### src/rtl/sprite_rom_arbiter_pkg.sv
// Shared constants, requester ids and helpers for the sprite ROM arbiter.
package sprite_arb_pkg;

  localparam int DEF_NUM_REQ   = 4;
  localparam int SPRITE_ADDR_W = 10;
  localparam int PAL_IDX_W     = 3;
  localparam int DEF_ROM_LAT   = 1;

  typedef enum logic [1:0] {
    REQ_LINK  = 2'd0,
    REQ_ENEMY = 2'd1,
    REQ_ITEM  = 2'd2,
    REQ_HUD   = 2'd3
  } req_id_e;

  // Explicit wrap so non-power-of-two requester counts never reach NUM_REQ.
  function automatic int unsigned wrap_inc(input int unsigned v, input int unsigned n);
    return (v == n - 1) ? 0 : v + 1;
  endfunction

endpackage

### src/rtl/sprite_rom_arbiter_if.sv
// Requester/ROM bundle between the sprite address generators and the shared ROM.
interface sprite_rom_arbiter_if
  import sprite_arb_pkg::*;
#(
  parameter int NUM_REQ = DEF_NUM_REQ,
  parameter int ADDR_W  = SPRITE_ADDR_W,
  parameter int DATA_W  = PAL_IDX_W
);
  logic [NUM_REQ-1:0]        req_valid;
  logic [NUM_REQ*ADDR_W-1:0] req_addr;
  logic [NUM_REQ-1:0]        req_ready;
  logic [ADDR_W-1:0]         rom_address;
  logic [DATA_W-1:0]         rom_q;
  logic [NUM_REQ-1:0]        rsp_valid;
  logic [DATA_W-1:0]         rsp_data;
  logic                      busy;

  modport slave (
    input  req_valid, req_addr, rom_q,
    output req_ready, rom_address, rsp_valid, rsp_data, busy
  );

  modport master (
    output req_valid, req_addr, rom_q,
    input  req_ready, rom_address, rsp_valid, rsp_data, busy
  );
endinterface

### src/rtl/sprite_rom_arbiter_rr_pick.sv
// Combinational rotate-priority find-first: scans from i_ptr upward with wrap.
module rr_pick
  import sprite_arb_pkg::*;
#(
  parameter int NUM_REQ = DEF_NUM_REQ,
  parameter int PTR_W   = $clog2(DEF_NUM_REQ)
) (
  input  logic [NUM_REQ-1:0] i_req,
  input  logic [PTR_W-1:0]   i_ptr,
  output logic [NUM_REQ-1:0] o_gnt,
  output logic [PTR_W-1:0]   o_idx,
  output logic               o_any
);
  logic [PTR_W-1:0] w_scan;

  always_comb begin
    // NOTE: every output gets a default first so no path through the loop infers a latch.
    o_gnt  = '0;
    o_idx  = '0;
    o_any  = 1'b0;
    w_scan = i_ptr;
    for (int k = 0; k < NUM_REQ; k++) begin
      if (!o_any && i_req[w_scan]) begin
        o_any         = 1'b1;
        o_gnt[w_scan] = 1'b1;
        o_idx         = w_scan;
      end
      w_scan = PTR_W'(wrap_inc(32'(w_scan), NUM_REQ));
    end
  end
endmodule

### src/rtl/sprite_rom_arbiter.sv
// Round-robin arbiter sharing one sprite ROM; returns each word tagged to its requester.
module sprite_rom_arbiter
  import sprite_arb_pkg::*;
#(
  parameter int NUM_REQ = DEF_NUM_REQ,
  parameter int ADDR_W  = SPRITE_ADDR_W,
  parameter int DATA_W  = PAL_IDX_W,
  parameter int ROM_LAT = DEF_ROM_LAT
) (
  input logic                 vga_clk,
  input logic                 reset,
  sprite_rom_arbiter_if.slave bus
);
  localparam int PTR_W = $clog2(NUM_REQ);

  logic [PTR_W-1:0]   r_rr_ptr;
  logic [ADDR_W-1:0]  r_last_addr;
  logic [NUM_REQ-1:0] r_tag [ROM_LAT];

  logic [NUM_REQ-1:0] w_req;
  logic [NUM_REQ-1:0] w_gnt;
  logic [PTR_W-1:0]   w_idx;
  logic               w_any;
  logic [ADDR_W-1:0]  w_grant_addr;
  logic               w_inflight;

  // Grants are suppressed while reset is held so nothing is accepted then lost.
  assign w_req = reset ? '0 : bus.req_valid;

  rr_pick #(.NUM_REQ(NUM_REQ), .PTR_W(PTR_W)) u_pick (
    .i_req (w_req),
    .i_ptr (r_rr_ptr),
    .o_gnt (w_gnt),
    .o_idx (w_idx),
    .o_any (w_any)
  );

  assign w_grant_addr    = bus.req_addr[w_idx*ADDR_W +: ADDR_W];
  assign bus.req_ready   = w_gnt;
  assign bus.rom_address = w_any ? w_grant_addr : r_last_addr;
  assign bus.rsp_valid   = r_tag[ROM_LAT-1];
  assign bus.rsp_data    = bus.rom_q;

  always_comb begin
    w_inflight = 1'b0;
    for (int s = 0; s < ROM_LAT; s++) w_inflight = w_inflight | (|r_tag[s]);
  end

  assign bus.busy = (|bus.req_valid) | w_inflight;

  // NOTE: sequential state uses non-blocking assignments so every register samples pre-edge values.
  always_ff @(posedge vga_clk) begin
    if (reset) begin
      r_rr_ptr    <= '0;
      r_last_addr <= '0;
      // NOTE: the tag stages are reset on purpose; that is what discards reads in flight.
      for (int s = 0; s < ROM_LAT; s++) r_tag[s] <= '0;
    end else begin
      if (w_any) begin
        r_rr_ptr    <= PTR_W'(wrap_inc(32'(w_idx), NUM_REQ));
        r_last_addr <= w_grant_addr;
      end
      r_tag[0] <= w_gnt;
      for (int s = 1; s < ROM_LAT; s++) r_tag[s] <= r_tag[s-1];
    end
  end
endmodule

### src/flat_wrapper.sv
// flat-port wrapper written by rule: the top's interface ports become plain ports
module sprite_rom_arbiter_flat import sprite_arb_pkg::*;
#(
  parameter int NUM_REQ = DEF_NUM_REQ,
  parameter int ADDR_W  = SPRITE_ADDR_W,
  parameter int DATA_W  = PAL_IDX_W,
  parameter int ROM_LAT = DEF_ROM_LAT
)
  (vga_clk, reset, bus_req_valid, bus_req_addr, bus_rom_q, bus_req_ready, bus_rom_address, bus_rsp_valid, bus_rsp_data, bus_busy);
  sprite_rom_arbiter_if #(.NUM_REQ(NUM_REQ), .ADDR_W(ADDR_W), .DATA_W(DATA_W)) bus_i ();
  input logic vga_clk;
  input logic reset;
  input wire logic [$bits(bus_i.req_valid)-1:0] bus_req_valid;
  input wire logic [$bits(bus_i.req_addr)-1:0] bus_req_addr;
  input wire logic [$bits(bus_i.rom_q)-1:0] bus_rom_q;
  output wire logic [$bits(bus_i.req_ready)-1:0] bus_req_ready;
  output wire logic [$bits(bus_i.rom_address)-1:0] bus_rom_address;
  output wire logic [$bits(bus_i.rsp_valid)-1:0] bus_rsp_valid;
  output wire logic [$bits(bus_i.rsp_data)-1:0] bus_rsp_data;
  output wire logic [$bits(bus_i.busy)-1:0] bus_busy;
  assign bus_i.req_valid = bus_req_valid;
  assign bus_i.req_addr = bus_req_addr;
  assign bus_i.rom_q = bus_rom_q;
  assign bus_req_ready = bus_i.req_ready;
  assign bus_rom_address = bus_i.rom_address;
  assign bus_rsp_valid = bus_i.rsp_valid;
  assign bus_rsp_data = bus_i.rsp_data;
  assign bus_busy = bus_i.busy;
  sprite_rom_arbiter #(.NUM_REQ(NUM_REQ), .ADDR_W(ADDR_W), .DATA_W(DATA_W), .ROM_LAT(ROM_LAT)) u_core (.vga_clk(vga_clk), .reset(reset), .bus(bus_i));
endmodule
### config.mk
export PLATFORM = sky130hd
export DESIGN_NAME = sprite_rom_arbiter_flat
export DESIGN_NICKNAME = d
export VERILOG_FILES = /design/src/rtl/sprite_rom_arbiter_pkg.sv /design/src/rtl/sprite_rom_arbiter_if.sv /design/src/rtl/sprite_rom_arbiter_rr_pick.sv /design/src/rtl/sprite_rom_arbiter.sv /design/src/flat_wrapper.sv
export SDC_FILE = /design/constraint.sdc
export NUM_CORES = 1
export LEC_CHECK = 0
export CAP_MARGIN = 5
export CORE_UTILIZATION = 50
export DETAILED_ROUTE_END_ITERATION = 7
export DONT_BUFFER_PORTS = 1
export PLACE_DENSITY = 0.72
export SLEW_MARGIN = 25
export SYNTH_ARGS = -nofsm -noshare
export SYNTH_HDL_FRONTEND = slang
export SYNTH_HIERARCHICAL = 1
export SYNTH_SLANG_ARGS = --single-unit
### constraint.sdc
create_clock -name vga_clk -period 4.8 [get_ports vga_clk]
set_input_delay 1.2 -clock vga_clk [delete_from_list [all_inputs] [get_ports vga_clk]]
set_output_delay 1.2 -clock vga_clk [all_outputs]
set_load 0.02 [all_outputs]
==> impl_metrics.env, run 1 <==
export IMPL_die_x_um=59.5
export IMPL_path_max_fanout=10
export IMPL_clock_sinks=16
export IMPL_cts_buffer_depth=2
export IMPL_final_common_cell="mux2i_1"
export IMPL_fillers=284
export IMPL_ir_drop_v=0.000347
export IMPL_min_period_over_period_pct=97.0
export IMPL_root_buffer="clkbuf_4"
export IMPL_reg2reg_slack_ns=1.61
export IMPL_reg2reg_from="u_core/r_rr_ptr[1]"
export IMPL_start_util_pct=53.3
export IMPL_highest_layer="met4"
export IMPL_skew_ns=0.00710
export IMPL_hold_depth=2
export IMPL_setup_slack_ns=0.142
export IMPL_cts_htree_levels=1
export IMPL_tns_ns=0
export IMPL_clk_latency_ns=0.28
export IMPL_min_delay_start="u_core/r_last_addr[4]"
export IMPL_firstDrtPassIters=4
export IMPL_first_global_vias=1322
export IMPL_avgViaCountPerCell=6.33
export IMPL_dieArea_mm2=0.00354
export IMPL_slew_viol_final=0
export IMPL_cts_tree="yes"
export IMPL_critPathRequiredTime_ns=3.60
export IMPL_yosys_area_top_type="dfxtp_1"
export IMPL_cellLeakagePower_nw=0.635
export IMPL_place_inst=216
export IMPL_fin_crit_ns=4.66
export IMPL_io_buffers=0
export IMPL_drt_iter0_drc=74
export IMPL_synth_area_mm2=0.00165
export IMPL_hold_class="reg2reg"
export IMPL_yosysWarnings=6
export IMPL_syn_avg_cell_area_um2=9.50
export IMPL_coreArea_mm2=0.00310
export IMPL_globalplace_congestion=0.824
export IMPL_hold_buffers=0
export IMPL_ios=71
export IMPL_grt_overflow=0
export IMPL_drc=0
export IMPL_clk_pin_slew_worst_paths_ns=0.08
export IMPL_rsz0062_at_grt="false"
export IMPL_yosysUniqueCellTypes=37
export IMPL_num_antenna_cells=0
export IMPL_routed_wl_met2_um=1940
export IMPL_antenna_found_initial=0
export IMPL_core_rowCount=20
export IMPL_wl_met1_um=1530
export IMPL_layout_common_cells="24 x mux2i_1, 16 x buf_4, 16 x dfxtp_1"
export IMPL_syn_inst=174
export IMPL_slew_headroom_pct=62.6
export IMPL_final_cells=219
export IMPL_cp_end_kind="output pin"
export IMPL_timing_fmax_mhz=215
export IMPL_outcome="completed"
export IMPL_power_density_mw_per_mm2=761
export IMPL_final_setup_viol_count=0
export IMPL_cp_arrival_ns=3.46
export IMPL_reg2reg_depth=8
export IMPL_drive_gt1_share_pct=29.1
export IMPL_min_to="u_core/r_last_addr[4]"
export IMPL_cts_buffers=3
export IMPL_synth_seq_cells=16
export IMPL_hold_slack_ns=0.623
export IMPL_wl_um=3660
export IMPL_grt_usage_pct=20.8
export IMPL_crit_type="in2out"
export IMPL_cap_violations=0
export IMPL_dr_wl_met3_um=170
export IMPL_synth_area_leaders="dfxtp_1 19%, mux2i_1 15%, o221ai_2 9.1%, ha_1 6.1%, or3b_2 5.8%"
export IMPL_synth_top_area_share_pct=19.4
export IMPL_grt_pass1_wl_um=5700
export IMPL_pre_cts_ws_ns=-0.0367
export IMPL_area_growth_syn_to_layout_pct=6.96
export IMPL_worst_pin_slew_ns=0.561
export IMPL_nets=234
export IMPL_grt_max_degree=23
export IMPL_final_antenna_net_count=0
export IMPL_hpwl_um=2860
export IMPL_r2r_end="u_core/r_last_addr[9]"
export IMPL_cp_start_kind="input pin"
export IMPL_synth_fp_nets=231
export IMPL_wl_per_cell_um=16.7
export IMPL_ys_seq_area_share_pct=19.4
export IMPL_final_hold_viol_count=0
export IMPL_die_y_um=59.5
export IMPL_vias=1387
[worst max-delay path: stages]
cell      delay, ns
nor2b_2        0.19
mux4_2         0.52
nor2b_4        0.17
or4_1          0.46
o21a_1         0.18
nand2b_2       0.31
o221ai_1       0.24
buf_4          0.18
[what timing repair did]
action | in CTS | in global routing
gates resized for setup | 1 | 3
buffers inserted | 0 | 0
endpoints found under the setup margin | 4 | 10
[through the flow]
step           util [%]  instance area [um2]  total power, mW
2_1_floorplan         -                 1660             1.05
3_3_place_gp       55.9                 1740             1.24
3_5_place_dp       55.9                 1740             1.28
4_1_cts            56.7                 1760             1.34
5_1_grt            57.0                 1770             1.44
6_report           57.0                 1770             1.35
[kinds of logic after synthesis]
| kind of cell | count (synthesis) | synth area share (%) |
|---|---|---|
| AO/OA/AOI/OAI | 45 | 26.5 |
| adder cells (fa/ha/maj) | 8 | 6.06 |
| buffers and inverters | 24 | 8.33 |
| flip-flops | 16 | 19.4 |
| multiplexers | 27 | 18.6 |
| AND/OR/NAND/NOR | 54 | 21.1 |
[routing by layer]
layer	global-route usage [%]	vias up
li1	-	681
met1	23.2	661
met2	41.6	43
met3	1.53	2
met4	5.65	0
met5	0	-
[worst max-delay path by stage]
| stage | cells past startpoint | startpoint | to | slack (ns) |
|---|---|---|---|---|
| 4_1_cts | 8 | bus_req_valid[1] | bus_rom_address[2] | 0.04 |
| 3_5_place_dp | 8 | bus_req_valid[2] | bus_rom_address[2] | -0.04 |
| 5_1_grt | 8 | bus_req_valid[2] | bus_rom_address[2] | 0.06 |
| 3_3_place_gp | 8 | bus_req_valid[2] | bus_rom_address[2] | 0.09 |
| 6_report | 8 | bus_req_valid[2] | bus_rom_address[2] | 0.14 |
| 2_1_floorplan | 10 | reset | bus_rom_address[0] | -0.1 |
[final cells by class]
cell class	count	area, um2	area share [%]
multi-input cells	134	1210	68.5
inverters	5	18.8	1.06
well taps	44	55.1	3.11
flip-flops and latches	16	320	18.1
repair buffers	17	140	7.93
clock buffers	3	22.5	1.27
[synth_stat cells]
| library cell | number |
|---|---|
| dfxtp_1 | 16 |
| o221ai_2 | 10 |
| nor2_1 | 3 |
| or4_1 | 1 |
| mux4_2 | 3 |
| a32oi_1 | 1 |
| o211ai_1 | 3 |
| nand3b_2 | 1 |
| ha_1 | 8 |
| buf_1 | 1 |
| nor3_1 | 1 |
| or3b_2 | 11 |
| buf_4 | 5 |
| a22o_1 | 4 |
| buf_6 | 3 |
| a311oi_1 | 1 |
| nand2b_1 | 12 |
| nor2b_1 | 8 |
| nor2b_4 | 1 |
| o221ai_1 | 10 |
| nand3_1 | 1 |
| mux2i_1 | 24 |
| inv_1 | 5 |
| a221o_1 | 5 |
| o21a_1 | 2 |
| a32o_1 | 2 |
| or3b_1 | 1 |
| clkbuf_1 | 5 |
| a31oi_1 | 1 |
| or3_1 | 1 |
| nor4_1 | 2 |
| nand2_1 | 9 |
| nand4_1 | 2 |
| o21ai_0 | 1 |
| o32ai_1 | 1 |
| a21oi_1 | 4 |
| buf_2 | 5 |
[where the power goes]
part | total [mW] | internal (mW) | switching, mW
clock | 0.0660 | 0.0290 | 0.0370
sequential | 0.207 | 0.177 | 0.0298
combinational | 1.07 | 0.470 | 0.603
[state kept, by name, summed over array words and instances (netlist names)]
register,count
u_core/r_last_addr,10
u_core/r_tag,4
u_core/r_rr_ptr,2
Power figures use the tool's default switching activity.
==> run 2: changes to the inputs <==
GPL_ROUTABILITY_DRIVEN = 1   (was default)
REMOVE_ABC_BUFFERS = 1   (was default)
==> run 2 against run 1 <==
- critical path depth up 2
- combinational power about the same
- clock power up 29%
- final area up 0.49%
- clock skew up 0.0042 ns
- worst hold slack worse by 0.00089 ns
- total power up 1.6%
- sequential power about the same
- flip-flop and latch count unchanged
- critical path type unchanged
- critical endpoint is now bus_rom_address[5]
- largest power group unchanged
- highest routed layer unchanged
==> impl_metrics.env, run 2 (synthesis gave the netlist of run 1 again) <==
export IMPL_outcome="completed"
export IMPL_grt_max_degree=26
export IMPL_largestRegisters="u_core/r_last_addr (10), u_core/r_tag (4), u_core/r_rr_ptr (2)"
export IMPL_power_density_mw_per_mm2=770
export IMPL_final_setup_viol_count=0
export IMPL_cp_start_kind="input pin"
export IMPL_total_power_mw=1.37
export IMPL_coreArea_mm2=0.00310
export IMPL_r2r_end="u_core/r_last_addr[4]"
export IMPL_hold_class="reg2reg"
export IMPL_fillers=274
export IMPL_min_to="u_core/r_last_addr[0]"
export IMPL_num_antenna_cells=0
export IMPL_drt_iter0_drc=50
export IMPL_hold_depth=2
export IMPL_final_common_cell="mux2i_1"
export IMPL_slew_headroom_pct=62.0
export IMPL_grt_usage_pct=21.5
export IMPL_vias=1443
export IMPL_largest_register_ffs=10
export IMPL_root_buffer="clkbuf_4"
export IMPL_path_max_fanout=10
export IMPL_clk_latency_ns=0.28
export IMPL_clk_pin_slew_worst_paths_ns=0.08
export IMPL_start_util_pct=53.3
export IMPL_cts_buffers=3
export IMPL_antenna_found_initial=0
export IMPL_die_y_um=59.5
export IMPL_cts_buffer_depth=2
export IMPL_setup_slack_ns=0.124
export IMPL_fin_crit_ns=4.68
export IMPL_critPathRequiredTime_ns=3.60
export IMPL_cts_htree_levels=1
export IMPL_slew_viol_final=0
export IMPL_reg2reg_from="u_core/r_rr_ptr[0]"
export IMPL_grt_overflow=0
export IMPL_nets=235
export IMPL_cellLeakagePower_nw=0.644
export IMPL_area_growth_syn_to_layout_pct=7.49
export IMPL_wl_um=3890
export IMPL_slowest_stage="o32ai_1"
export IMPL_reg2reg_slack_ns=1.59
export IMPL_timing_fmax_mhz=214
export IMPL_reg2reg_depth=10
export IMPL_avgViaCountPerCell=6.53
export IMPL_cpPeakStageDelay_ns=0.37
export IMPL_final_hold_viol_count=0
export IMPL_io_buffers=0
export IMPL_rsz0062_at_grt="false"
export IMPL_drive_gt1_share_pct=29.9
export IMPL_ios=71
export IMPL_die_x_um=59.5
export IMPL_first_global_vias=1317
export IMPL_skew_ns=0.0113
export IMPL_pre_cts_ws_ns=-0.0697
export IMPL_globalplace_congestion=0.787
export IMPL_firstDrtPassIters=4
export IMPL_hpwl_um=3000
export IMPL_drc=0
export IMPL_cts_tree="yes"
export IMPL_cap_violations=0
export IMPL_cpMostUsedCell="buf_4"
export IMPL_cp_end_kind="output pin"
export IMPL_largest_register="u_core/r_last_addr"
export IMPL_wl_per_cell_um=17.6
export IMPL_clock_sinks=16
export IMPL_min_period_over_period_pct=97.4
export IMPL_dieArea_mm2=0.00354
export IMPL_layout_common_cells="24 x mux2i_1, 17 x buf_4, 16 x dfxtp_1"
export IMPL_fin_util_pct=57.3
export IMPL_crit_type="in2out"
export IMPL_cp_arrival_ns=3.48
export IMPL_ir_drop_v=0.000231
export IMPL_core_rowCount=20
export IMPL_final_antenna_net_count=0
export IMPL_worst_pin_slew_ns=0.570
export IMPL_min_delay_start="u_core/r_last_addr[0]"
export IMPL_path_cells="nor2b_2 > inv_1 > o32ai_1 > nand4_1 > a21oi_1 > buf_4 > o21a_1 > nand2_1 > o221ai_1 > buf_4"
export IMPL_grt_pass1_wl_um=5800
[run 2: cell type report]
class,count,area [um2],share of cell area (%)
sequential,16,320,18.0
tap,44,55.1,3.10
multi-input combinational,134,1210,68.0
inverter,5,18.8,1.06
clock buffer,4,36.3,2.04
timing repair buffer,18,139,7.82
[run 2: routing by layer]
metal / vias to the layer above / wire length [um] / part of all wire [%] / global-route usage, %
met1: 704 / 1550 / 40 / 23.9
met2: 49 / 2070 / 53 / 41.9
met3: 2 / 239 / 6.1 / 3.06
met5: - / 0 / 0 / 0
li1: 688 / - / - / -
met4: 0 / 33 / 0.85 / 5.98
[run 2: metrics by stage]
step	TNS (ns)	cells	hold slack [ns]	area, um2
6_report	0	221	0.622	1780
4_1_cts	0	221	0.627	1770
5_1_grt	0	221	0.638	1780
3_3_place_gp	0	217	0.603	1720
2_1_floorplan	-2.06	155	0.594	1530
3_5_place_dp	-0.391	217	0.612	1720
[run 2: how the worst max path moves through the flow]
stage / start / to / cells after the start
3_3_place_gp: bus_req_valid[3] / bus_rom_address[8] / 8
6_report: bus_req_valid[0] / bus_rom_address[5] / 10
5_1_grt: bus_req_valid[0] / bus_rom_address[2] / 10
4_1_cts: bus_req_valid[2] / bus_rom_address[5] / 8
2_1_floorplan: u_core/r_rr_ptr[0] / bus_rom_address[8] / 7
3_5_place_dp: bus_req_valid[3] / bus_rom_address[5] / 8
[run 2: timing repair]
item,CTS,global route
endpoints found under the setup margin,10,10
setup buffers,0,0
gates resized for setup,3,3
hold buffers,0,0
[run 2: worst max-delay path: cells and delay by family]
family / cells / cell delay (ns)
compound gates: 4 / 1.12
simple gates: 3 / 0.69
buf+inv: 3 / 0.46
[run 2: power by group]
part           internal (mW)  leakage [nW]  switching, mW
clock                 0.0460        0.0210         0.0389
combinational          0.470         0.491          0.606
sequential             0.177         0.132         0.0297
total                  0.693         0.644          0.674
